[src/rtl/bbm_pkg.sv]
// Shared types and defaults for the break-before-make sequencer.
package bbm_pkg;

    typedef enum logic [2:0] {
        IDLE = 3'd0,
        DT_H = 3'd1,
        HS   = 3'd2,
        DT_L = 3'd3,
        LS   = 3'd4,
        FLT  = 3'd5
    } bbm_state_t;

    localparam int DTW_DEF   = 6;
    localparam int MINON_DEF = 4;

endpackage

[src/rtl/bbm_dtcnt.sv]
// Loadable down-counter; done marks the last counted cycle (count==1).
// It saturates at zero, so a stray decrement can never wrap into a long interval.
module bbm_dtcnt #(
    parameter int W = 6
) (
    input  logic         clk,
    input  logic         rst,
    input  logic         load_i,
    input  logic [W-1:0] loadVal_i,
    input  logic         dec_i,
    output logic         done_o,
    output logic         zero_o
);

    logic [W-1:0] count_q;
    logic [W-1:0] count_d;

    always_comb begin
        count_d = count_q;
        if (load_i) begin
            count_d = loadVal_i;
        end else if (dec_i && (count_q != '0)) begin
            count_d = count_q - W'(1);
        end
    end

    always_ff @(posedge clk) begin
        if (rst) begin
            count_q <= '0;
        end else begin
            count_q <= count_d;
        end
    end

    assign done_o = (count_q == W'(1));
    assign zero_o = (count_q == '0);

endmodule

[src/rtl/bbm_seq_ctrl.sv]
// Break-before-make sequencer: one PWM request -> non-overlapping HS/LS enables with dead time.
// Optional min-on hold for HS/LS is enabled with the BBM_MINON_EN macro.
module bbm_seq_ctrl
    import bbm_pkg::*;
#(
    parameter int DTW   = DTW_DEF,
    parameter int MINON = MINON_DEF
) (
    input  logic           clk,
    input  logic           rst,
    input  logic           CELV,
    input  logic           CELG,
    input  logic           SUB,
    input  logic           i,
    input  logic           en,
    input  logic [DTW-1:0] dt_cfg,
    input  logic           flt,
    output logic           hs_o,
    output logic           ls_o,
    output logic           busy,
    output logic           flt_o
);

    bbm_state_t state_q;
    bbm_state_t state_d;

    logic           dtLoad;
    logic           dtDec;
    logic           dtDone;
    logic [DTW-1:0] dtLoadVal;
    logic           toggleOk;

    logic hs_q;
    logic ls_q;
    logic busy_q;
    logic flt_q;

    // Supply pins exist only for the symbol/netlist generator.
    logic unusedSupply;
    assign unusedSupply = ^{CELV, CELG, SUB};

    assign dtLoadVal = (dt_cfg == '0) ? DTW'(1) : dt_cfg;

    logic unusedDtZero;

    bbm_dtcnt #(.W(DTW)) dtCnt (
        .clk       (clk),
        .rst       (rst),
        .load_i    (dtLoad),
        .loadVal_i (dtLoadVal),
        .dec_i     (dtDec),
        .done_o    (dtDone),
        .zero_o    (unusedDtZero)
    );

`ifdef BBM_MINON_EN
    logic mnLoad;
    logic mnDec;
    logic mnDone;
    logic mnZero;

    // Toggle is honoured on the edge where the hold expires, so HS/LS last at least MINON cycles.
    assign mnLoad   = ((state_d == HS) || (state_d == LS)) && (state_d != state_q);
    assign mnDec    = (state_q == HS) || (state_q == LS);
    assign toggleOk = mnDone || mnZero;

    bbm_dtcnt #(.W(DTW)) minOnCnt (
        .clk       (clk),
        .rst       (rst),
        .load_i    (mnLoad),
        .loadVal_i (DTW'(MINON)),
        .dec_i     (mnDec),
        .done_o    (mnDone),
        .zero_o    (mnZero)
    );
`else
    logic [DTW-1:0] unusedMinon;
    assign unusedMinon = DTW'(MINON);
    assign toggleOk    = 1'b1;
`endif

    // Next state: fault beats disable beats normal sequencing. During dead time the
    // counter keeps running across a reversal since both switches are already off.
    always_comb begin
        state_d = state_q;
        dtLoad  = 1'b0;
        dtDec   = 1'b0;
        if (flt) begin
            state_d = FLT;
        end else if (state_q == FLT) begin
            if (!en) begin
                state_d = IDLE;
            end
        end else if (!en) begin
            state_d = IDLE;
        end else begin
            case (state_q)
                IDLE: begin
                    state_d = i ? DT_H : DT_L;
                    dtLoad  = 1'b1;
                end
                DT_H, DT_L: begin
                    dtDec = 1'b1;
                    if (dtDone) begin
                        state_d = i ? HS : LS;
                    end else begin
                        state_d = i ? DT_H : DT_L;
                    end
                end
                HS: begin
                    if (!i && toggleOk) begin
                        state_d = DT_L;
                        dtLoad  = 1'b1;
                    end
                end
                LS: begin
                    if (i && toggleOk) begin
                        state_d = DT_H;
                        dtLoad  = 1'b1;
                    end
                end
                default: state_d = FLT;
            endcase
        end
    end

    // Outputs are registered from the next state so they always match state_q.
    always_ff @(posedge clk) begin
        if (rst) begin
            state_q <= IDLE;
            hs_q    <= 1'b0;
            ls_q    <= 1'b0;
            busy_q  <= 1'b0;
            flt_q   <= 1'b0;
        end else begin
            state_q <= state_d;
            hs_q    <= (state_d == HS);
            ls_q    <= (state_d == LS);
            busy_q  <= (state_d == DT_H) || (state_d == DT_L);
            flt_q   <= (state_d == FLT);
        end
    end

    assign hs_o  = hs_q;
    assign ls_o  = ls_q;
    assign busy  = busy_q;
    assign flt_o = flt_q;

endmodule
[config.mk]
export PLATFORM = sky130hd
export DESIGN_NAME = bbm_seq_ctrl
export DESIGN_NICKNAME = d
export VERILOG_FILES = /design/src/rtl/bbm_pkg.sv /design/src/rtl/bbm_dtcnt.sv /design/src/rtl/bbm_seq_ctrl.sv
export SDC_FILE = /design/constraint.sdc
export NUM_CORES = 1
export LEC_CHECK = 0
export CAP_MARGIN = 20
export CORE_MARGIN = 1
export CORE_UTILIZATION = 47
export CTS_CLUSTER_DIAMETER = 200
export CTS_CLUSTER_SIZE = 12
export DETAILED_ROUTE_END_ITERATION = 16
export GPL_TIMING_DRIVEN = 0
export PLACE_DENSITY = 0.76
export SLEW_MARGIN = 25
export SYNTH_ARGS = -nofsm -noshare
export SYNTH_HDL_FRONTEND = slang
export SYNTH_SLANG_ARGS = --single-unit
[constraint.sdc]
create_clock -name clk -period 2.3 [get_ports clk]
set_input_delay 0.345 -clock clk [delete_from_list [all_inputs] [get_ports clk]]
set_output_delay 0.345 -clock clk [all_outputs]
set_load 0.02 [all_outputs]
Word level (Yosys, flattened, before mapping) --
Cells that the tools add are included.
Storage, ports and cells: register bits after elaboration 13, latch bits 0, bits in writable memories 0, ROM bits 0, input port bits 14, output and inout port bits 4, word-level logic and storage cells 48, memories kept 0
Operators by class: add/subtract/negate cells 1, $mul 0, div/mod/pow operators 0, $lt $le $gt $ge 0, eq/ne operators 11, shift-type cells 0, multiplexer cells 23, bitwise gates (word level) 0, reduce and logical (&&, ||, !) cells 7
Operator list (count):
- 2-to-1 mux 3 bit | 8
- 2-to-1 mux 6 bit | 3
- equality test 3 x 2 -> 1 bit, second input constant | 4
- equality test 3 bit, second input constant | 4
- case mux 3 bit (4 select lines) | 1
- 2-to-1 mux 1 bit | 9
- equality test 3 x 1 -> 1 bit, second input constant | 2
- equality test 6 x 1 -> 1 bit, second input constant | 1
- zero test 6 bit | 1
- nonzero test 6 bit | 1
- subtractor 6 x 1 -> 6 bit, second input constant | 1
- zero test 3 bit | 1
- case mux 1 bit (3 select lines) | 1
- 2-to-1 mux 2 bit | 1
- nonzero test 2 bit | 1
- OR reduction 2 bit | 1
- logical AND 1 bit | 1
- logical OR 1 bit | 1

Depth between registers and ports, before layout --
Gate-level depths: netlist (run 1).
word-level depth 9, gate-level depth with buffers 8, mapped depth without buffers 8

Modules after synthesis --
A second synthesis (run 1) with hierarchy kept.
Unflattened totals: cell total of the unflattened synthesis 98, area, all modules 814.5 um2
Modules (own cells, without submodules):
- bbm_dtcnt | instances 1, cells each 52, area each 445.4 um2, sequential area each 120.1 um2
- bbm_seq_ctrl | instances 1, cells each 46, area each 369.1 um2, sequential area each 140.1 um2

Worst setup path before layout (run 1) --
Ideal clock, no wire load.
path type register to register, start register dtCnt.count_q[1], end register ls_q (netlist: ls_o), arrival 1562 ps, setup slack 622 ps, cell stages (with the launch flop) 9, buffers on the path 0, clock period less this slack 1678 ps, cells stage by stage dfxtp_1 > inv_1 > ha_1 > and2_1 > ha_1 > o211a_1 > a311oi_1 > nor2_1 > and3_1
On the way: longest elaborated chain between the ends 7
Ends and longest elaborated chain:
- start: declaration | RTL line bbm_dtcnt.sv:15 | logic [W-1:0] count_q;
- start signal: assignment | RTL line bbm_dtcnt.sv:31 | count_q <= count_d;
- equality test 6 x 1 -> 1 bit | RTL line bbm_dtcnt.sv:35 | assign done_o = (count_q == W'(1));
- 2-to-1 mux 3 bit | RTL line bbm_seq_ctrl.sv:104 | if (dtDone) begin
- case mux 3 bit (4 select lines) | RTL line bbm_seq_ctrl.sv:97 | case (state_q)
- 2-to-1 mux 3 bit | RTL line bbm_seq_ctrl.sv:94 | end else if (!en) begin
- 2-to-1 mux 3 bit | RTL line bbm_seq_ctrl.sv:90 | end else if (state_q == FLT) begin
- 2-to-1 mux 3 bit | RTL line bbm_seq_ctrl.sv:88 | if (flt) begin
- equality test 3 bit | RTL line bbm_seq_ctrl.sv:138 | ls_q <= (state_d == LS);
- end signal: assignment | RTL line bbm_seq_ctrl.sv:138
- end: declaration | RTL line bbm_seq_ctrl.sv:34 | logic ls_q;
No other way between the ends. A chain may end at the register's enable or synchronous reset.

Worst setup path after layout (run 1) --
start input i, end register ls_q (netlist: ls_o)
On the way: longest elaborated chain between the ends 7, elaborated cells between the ends (all ways) 10, those cells by class 1 x eq/ne; 9 x mux
Ends and longest elaborated chain:
- start: declaration | RTL line bbm_seq_ctrl.sv:14 | input logic i,
- 2-to-1 mux 2 bit or 2-to-1 mux 3 bit (tied branches) | RTL line bbm_seq_ctrl.sv:99, bbm_seq_ctrl.sv:107, bbm_seq_ctrl.sv:105
- 2-to-1 mux 3 bit | RTL line bbm_seq_ctrl.sv:104
- case mux 3 bit (4 select lines) (*) | RTL line bbm_seq_ctrl.sv:97
- 2-to-1 mux 3 bit (*) | RTL line bbm_seq_ctrl.sv:94
- 2-to-1 mux 3 bit (*) | RTL line bbm_seq_ctrl.sv:90
- 2-to-1 mux 3 bit (*) | RTL line bbm_seq_ctrl.sv:88
- equality test 3 bit (*) | RTL line bbm_seq_ctrl.sv:138
Mark *: on every way between the ends. The rest lies on a longest branch, timed or not.

==> run summary, run 1 <==
Status = finished, final reports clean
Tmin final = 1850 ps
Worst VDD drop = 0.310 mV
Final setup viols = 0
Share of post-route cells with drive strength above 1 = 9.09%
Met2 GRT Util = 32.2%
Post-route setup TNS = 0 ps
Met1 usage = 22.7%
Core area = 0.00138 mm2
Post-Syn Instances = 81
CTS Hold Buffers Added = 0
Yosys reg bits = 13
Full die area = 0.00174 mm2
Number of remaining DRC errors = 0
Worst-Margin Slew = 454 ps
Die W = 41.7 um
Post-synth cell types = 39
Leakage = 0.341 nW
DR WL/cell = 13.2 um
Global-route wire length before repair = 2.64 mm
Post-DP HPWL = 1.14 mm
Grt peak-use layer = met2
Vias in the first global route = 622
Final Skew = 8.69 ps
Number of DRC violations after detailed-routing iteration 0 = 5
Post-synthesis sequential area ratio = 35.1%
Worst Path Class, Setup = in2reg
Syn Area/Cell = 9.16 um2
Worst setup SP type = input port
Most common cell in the netlist = dfxtp_1
Vias = 708
Final hold vios = 0
CTS max path bufs = 2
Met3 usage = 5.65%
Worst hold path type = reg2reg
Gpl congestion = 0.800
Nets = 117
Vias per std cell = 6.21
CTS root buffer = clkbuf_4
Post-synth net total = 98
Dpl cells = 110
RSZ-0062 raised after global routing = no
Pin count of the biggest net entering global routing = 11
Post-Syn Area = 742 um2
All-Layer GR Usage = 19.9%
DRT antenna net count = 0
Pins over their slew limit = 0
Synth top cells by count = dfxtp_1, nor2_1, nor3_1
Post-detailed-routing wire length = 1.50 mm
Worst path arrival time = 2020 ps
Die Y-Extent = 41.7 um
Req. time, crit path = 2470 ps
Area fraction of the dominant cell type after synthesis = 35.1%
Row cnt = 13
Achievable Freq = 0.541 GHz
Initial Util = 53.7%
Post-CTS sizing = 0
DRT Pass-1 Iters = 4
Synth Flop Type = dfxtp_1
Asr flop ratio synth = 0%
Ys Warns = 0
Htree depth = 1
Worst-skew pair later-pin latency = 280 ps
I/O Pins = 18
Period utilization = 80.3%
Total CTS buffers = 3
Initial antenna violation count = 0
Max cap viols = 0
Final Non-Filler Cells = 114
Final Worst Setup Slack = 453 ps
Post-synth EDFFs = 0
Yosys top cell by area = dfxtp_1
Slew headroom = 69.7%
Setup Buffers After CTS = 0
Grt ovf = 0
Crit Path Max Fanout = 6
Worst setup EP type = flip-flop
Power Dens Cells = 546 mW/mm2
Clock sinks = 13
Synth top area cells = dfxtp_1, ha_1, a2111oi_4
CTS tree = yes
Ant diodes = 0
Setup WS pre-CTS = 153 ps
Clk slew on worst S/H paths = 90 ps
Area delta synth->final = 25.0%
Port Buffers = 14
## final cells by class
type	instances	area, um2
clock buffers	4	26.3
well taps	15	18.8
multi-input cells	62	458
plain buffers	2	8.76
fillers	113	455
inverters	4	15.0
repair buffers	14	140
flip-flops and latches	13	260
## critical path, stage by stage
cell             delay (ps)
clkdlybuf4s50_1         620
inv_1                    80
ha_1                    200
o211a_1                 230
a311oi_1                300
nor2_1                   80
and3_1                  170
## per-stage QoR
stage                     instance area, um2  hold WS, ps  power [mW]  utilization, %
after floorplan                          742          425       0.323               -
after global placement                   901          476       0.364            65.2
after detailed placement                 901          483       0.366            65.2
after CTS                                927          495       0.511            67.1
after global routing                     927          534       0.533            67.1
final                                    927          493       0.506            67.1
## kinds of logic after synthesis
logic type	Yosys count	share of synthesized area (%)
buffers and inverters	6	3.20
multiplexers	1	1.35
flip-flops	13	35.1
adder cells (fa/ha/maj)	3	5.06
AO/OA/AOI/OAI	20	23.8
XOR/XNOR	1	1.18
AND/OR/NAND/NOR	37	30.4
## placed cells by master, fill, tap and decap left out, types with 2 or more instances in the layout
master and instances:
clkdlybuf4s50_1 14, dfxtp_1 13, nor2_1 7, nor3_1 5, inv_1 4, a21oi_1 4
nand2_1 4, nand3_1 4, a31oi_1 3, nand2b_1 3, ha_1 3, clkbuf_4 3
clkbuf_1 2, nand3b_1 2, and3_1 2
## flip-flops by register name, summed over array words and instances, names as in the netlist
signal         cells
state_q            3
dtCnt.count_q      6
busy               1
hs_o               1
flt_o              1
ls_o               1
## path summary, 6_finish.rpt
| path | startpoint | endpoint | slack, ps | cells past startpoint |
|---|---|---|---|---|
| max | i | ls_o | 450 | 7 |
| min | dtCnt.count_q[1] | dtCnt.count_q[1] | 490 | 2 |
| max reg2reg | dtCnt.count_q[2] | hs_o | 470 | 7 |
| min reg2reg | dtCnt.count_q[1] | dtCnt.count_q[1] | 490 | 2 |
## per-layer routing
layer	part of all wire [%]	wire, um	up-vias
li1	-	-	351
met1	44	659	334
met2	49	743	18
met3	3.9	59	5
met4	2.7	41	0
met5	0	0	-
## report_power, final
| group | switching [mW] | internal [mW] |
|---|---|---|
| Clock | 0.0782 | 0.0673 |
| Sequential | 0.0126 | 0.238 |
| Combinational | 0.0546 | 0.0558 |
| Total | 0.145 | 0.361 |
No activity file was read; power rests on OpenSTA's default activity.
==> run 2, diff against run 1 <==
clock period = 1.8 ns   (was 2.3 ns; I/O delays follow)
==> run 2 against run 1 <==
Net effect:
- critical path depth did not move
- via count rose by 4.1%
- non-clock buffer count rose by 4
- design area rose by 5.0%
- die area did not move
- clock-buffer cell count did not move
- register-to-register slack got worse by 440 ps
- critical path type is now reg2reg
- critical endpoint is now hs_o
- largest power group unchanged
- highest routed layer unchanged
==> run summary, run 2 (synthesized netlist as in run 1, its figures left out) <==
Status = finished, final reports clean (unchanged)
Core area = 0.00138 mm2 (unchanged)
Global-route wire length before repair = 2.75 mm (was 2.64 mm)
Initial antenna violation count = 0 (unchanged)
Worst r2r src = dtCnt.count_q[4] (was dtCnt.count_q[2])
Leading cell type in the layout, fill and taps excluded = clkdlybuf4s50_1 (unchanged)
Final setup viols = 0 (unchanged)
Crit Path Max Fanout = 5 (was 6)
Period utilization = 98.2%
Grt ovf = 0 (unchanged)
Number of DRC violations after detailed-routing iteration 0 = 13 (was 5)
Tmin final = 1770 ps
Nets = 121 (was 117)
CTS Hold Buffers Added = 0 (unchanged)
Worst-Margin Slew = 486 ps (was 454 ps)
Post-route cell area = 973 um2 (was 927 um2)
Worst path arrival time = 1960 ps (was 2020 ps)
Wire length on met1 = 748 um (was 659 um)
Area delta synth->final = 31.2% (was 25.0%)
Metal3 WL = 65 um (was 59 um)
Wire length on met2 = 824 um (was 743 um)
Post-detailed-routing wire length = 1.68 mm (was 1.50 mm)
Vias in the first global route = 658 (was 622)
Pin count of the biggest net entering global routing = 11 (unchanged)
Pins over their slew limit = 0 (unchanged)
Worst hold path type = reg2reg (unchanged)
Power Dens Cells = 695 mW/mm2 (was 546 mW/mm2)
Final hold vios = 0 (unchanged)
Port Buffers = 14 (unchanged)
Tot Pwr = 0.677 mW (was 0.506 mW)
Placed Area = 901 um2 (unchanged)
RR Endpoint = hs_o (unchanged)
Largest regs = dtCnt.count_q x6, state_q x3 (unchanged)
Gpl congestion = 0.800 (unchanged)
Highest routed layer = met4 (unchanged)
Final Skew = 8.24 ps (was 8.69 ps)
Worst VDD drop = 0.407 mV (was 0.310 mV)
Share of post-route cells with drive strength above 1 = 14.6% (was 9.09%)
Row cnt = 13 (unchanged)
Post-route setup TNS = 0 ps (unchanged)
Biggest register = dtCnt.count_q (unchanged)
DRT Pass-1 Iters = 4 (unchanged)
Worst Path Class, Setup = reg2reg (was in2reg)
Worst-skew pair later-pin latency = 290 ps (was 280 ps)
Clock sinks = 13 (unchanged)
Reg2Reg Setup Slack = 30 ps (was 470 ps)
Htree depth = 1 (unchanged)
Crit path from = dtCnt.count_q[4] (was i)
Worst Reg-to-Reg Cells = 7 (unchanged)
Final Non-Filler Cells = 118 (was 114)
Initial Util = 53.7% (unchanged)
Max reg flops = 6 (unchanged)
Critical Path Sink = hs_o (was ls_o)
CTS max path bufs = 2 (unchanged)
Dpl cells = 110 (unchanged)
Slew headroom = 67.6% (was 69.7%)
Most frequent cells in the layout = clkdlybuf4s50_1, dfxtp_1, nor2_1 (unchanged)
Post-DP HPWL = 1.14 mm (unchanged)
Number of remaining DRC errors = 0 (unchanged)
Worst setup SP type = flip-flop (was input port)
DR WL/cell = 14.2 um (was 13.2 um)
CTS tree = yes (unchanged)
Achievable Freq = 0.566 GHz
Req. time, crit path = 1990 ps (was 2470 ps)
Ant diodes = 0 (unchanged)
Fin util = 70.4% (was 67.1%)
Fin Hold WS = 482 ps (was 493 ps)
Die Y-Extent = 41.7 um (unchanged)
DRT antenna net count = 0 (unchanged)
Leakage = 0.365 nW (was 0.341 nW)
Clk slew on worst S/H paths = 90 ps (about the same)
RSZ-0062 raised after global routing = yes (was no)
All-Layer GR Usage = 20.7% (was 19.9%)
I/O Pins = 18 (unchanged)
Setup WS pre-CTS = -272 ps (was 153 ps)
Die W = 41.7 um (unchanged)
Worst setup EP type = flip-flop (unchanged)
Max cap viols = 0 (unchanged)
Final Worst Setup Slack = 31.9 ps (was 453 ps)
Vias = 737 (was 708)
Full die area = 0.00174 mm2 (unchanged)
Vias per std cell = 6.25 (was 6.21)
CTS root buffer = clkbuf_4 (unchanged)
Total CTS buffers = 3 (unchanged)
## run 2: worst min-delay path by stage
stage	to	slack, ps	from	cells past startpoint
floorplan	state_q[1]	350	rst	1
global placement	dtCnt.count_q[1]	480	dtCnt.count_q[1]	2
detailed placement	dtCnt.count_q[1]	480	dtCnt.count_q[1]	2
CTS	dtCnt.count_q[1]	500	dtCnt.count_q[1]	2
global route	dtCnt.count_q[1]	520	dtCnt.count_q[1]	2
finish	dtCnt.count_q[1]	480	dtCnt.count_q[1]	2
## run 2: cell type report
cell class                 count  area, um2
sequential                    13        262
clock buffer                   4       26.3
fill                         104        409
inverter                       4       15.0
tap                           15       18.8
multi-input combinational     62        473
timing repair buffer          18        170
buffer                         2       8.76
## run 2: timing repair
item | in CTS | in global routing
endpoints found under the setup margin | 2 | 6
buffers inserted | 0 | 4
pin swaps | 0 | 4
resized for setup | 2 | 1
## run 2: report_power, final
group	switching (mW)	internal (mW)
clock network	0.105	0.0861
registers	0.0187	0.304
logic	0.0757	0.0866
## run 2: worst max-delay path: stages (launching register included)
cell and delay, ps:
dfxtp_1 380, nor4_4 350, and2_1 170, ha_1 210, nand2b_1 140, o211ai_1 140, nor2_1 100, and3_1 180
## run 2: routing by layer
layer,global-route usage [%],vias up
met3,5.65,4
met5,0,-
met2,34.4,24
met4,14.2,0
li1,-,359
met1,22.7,350
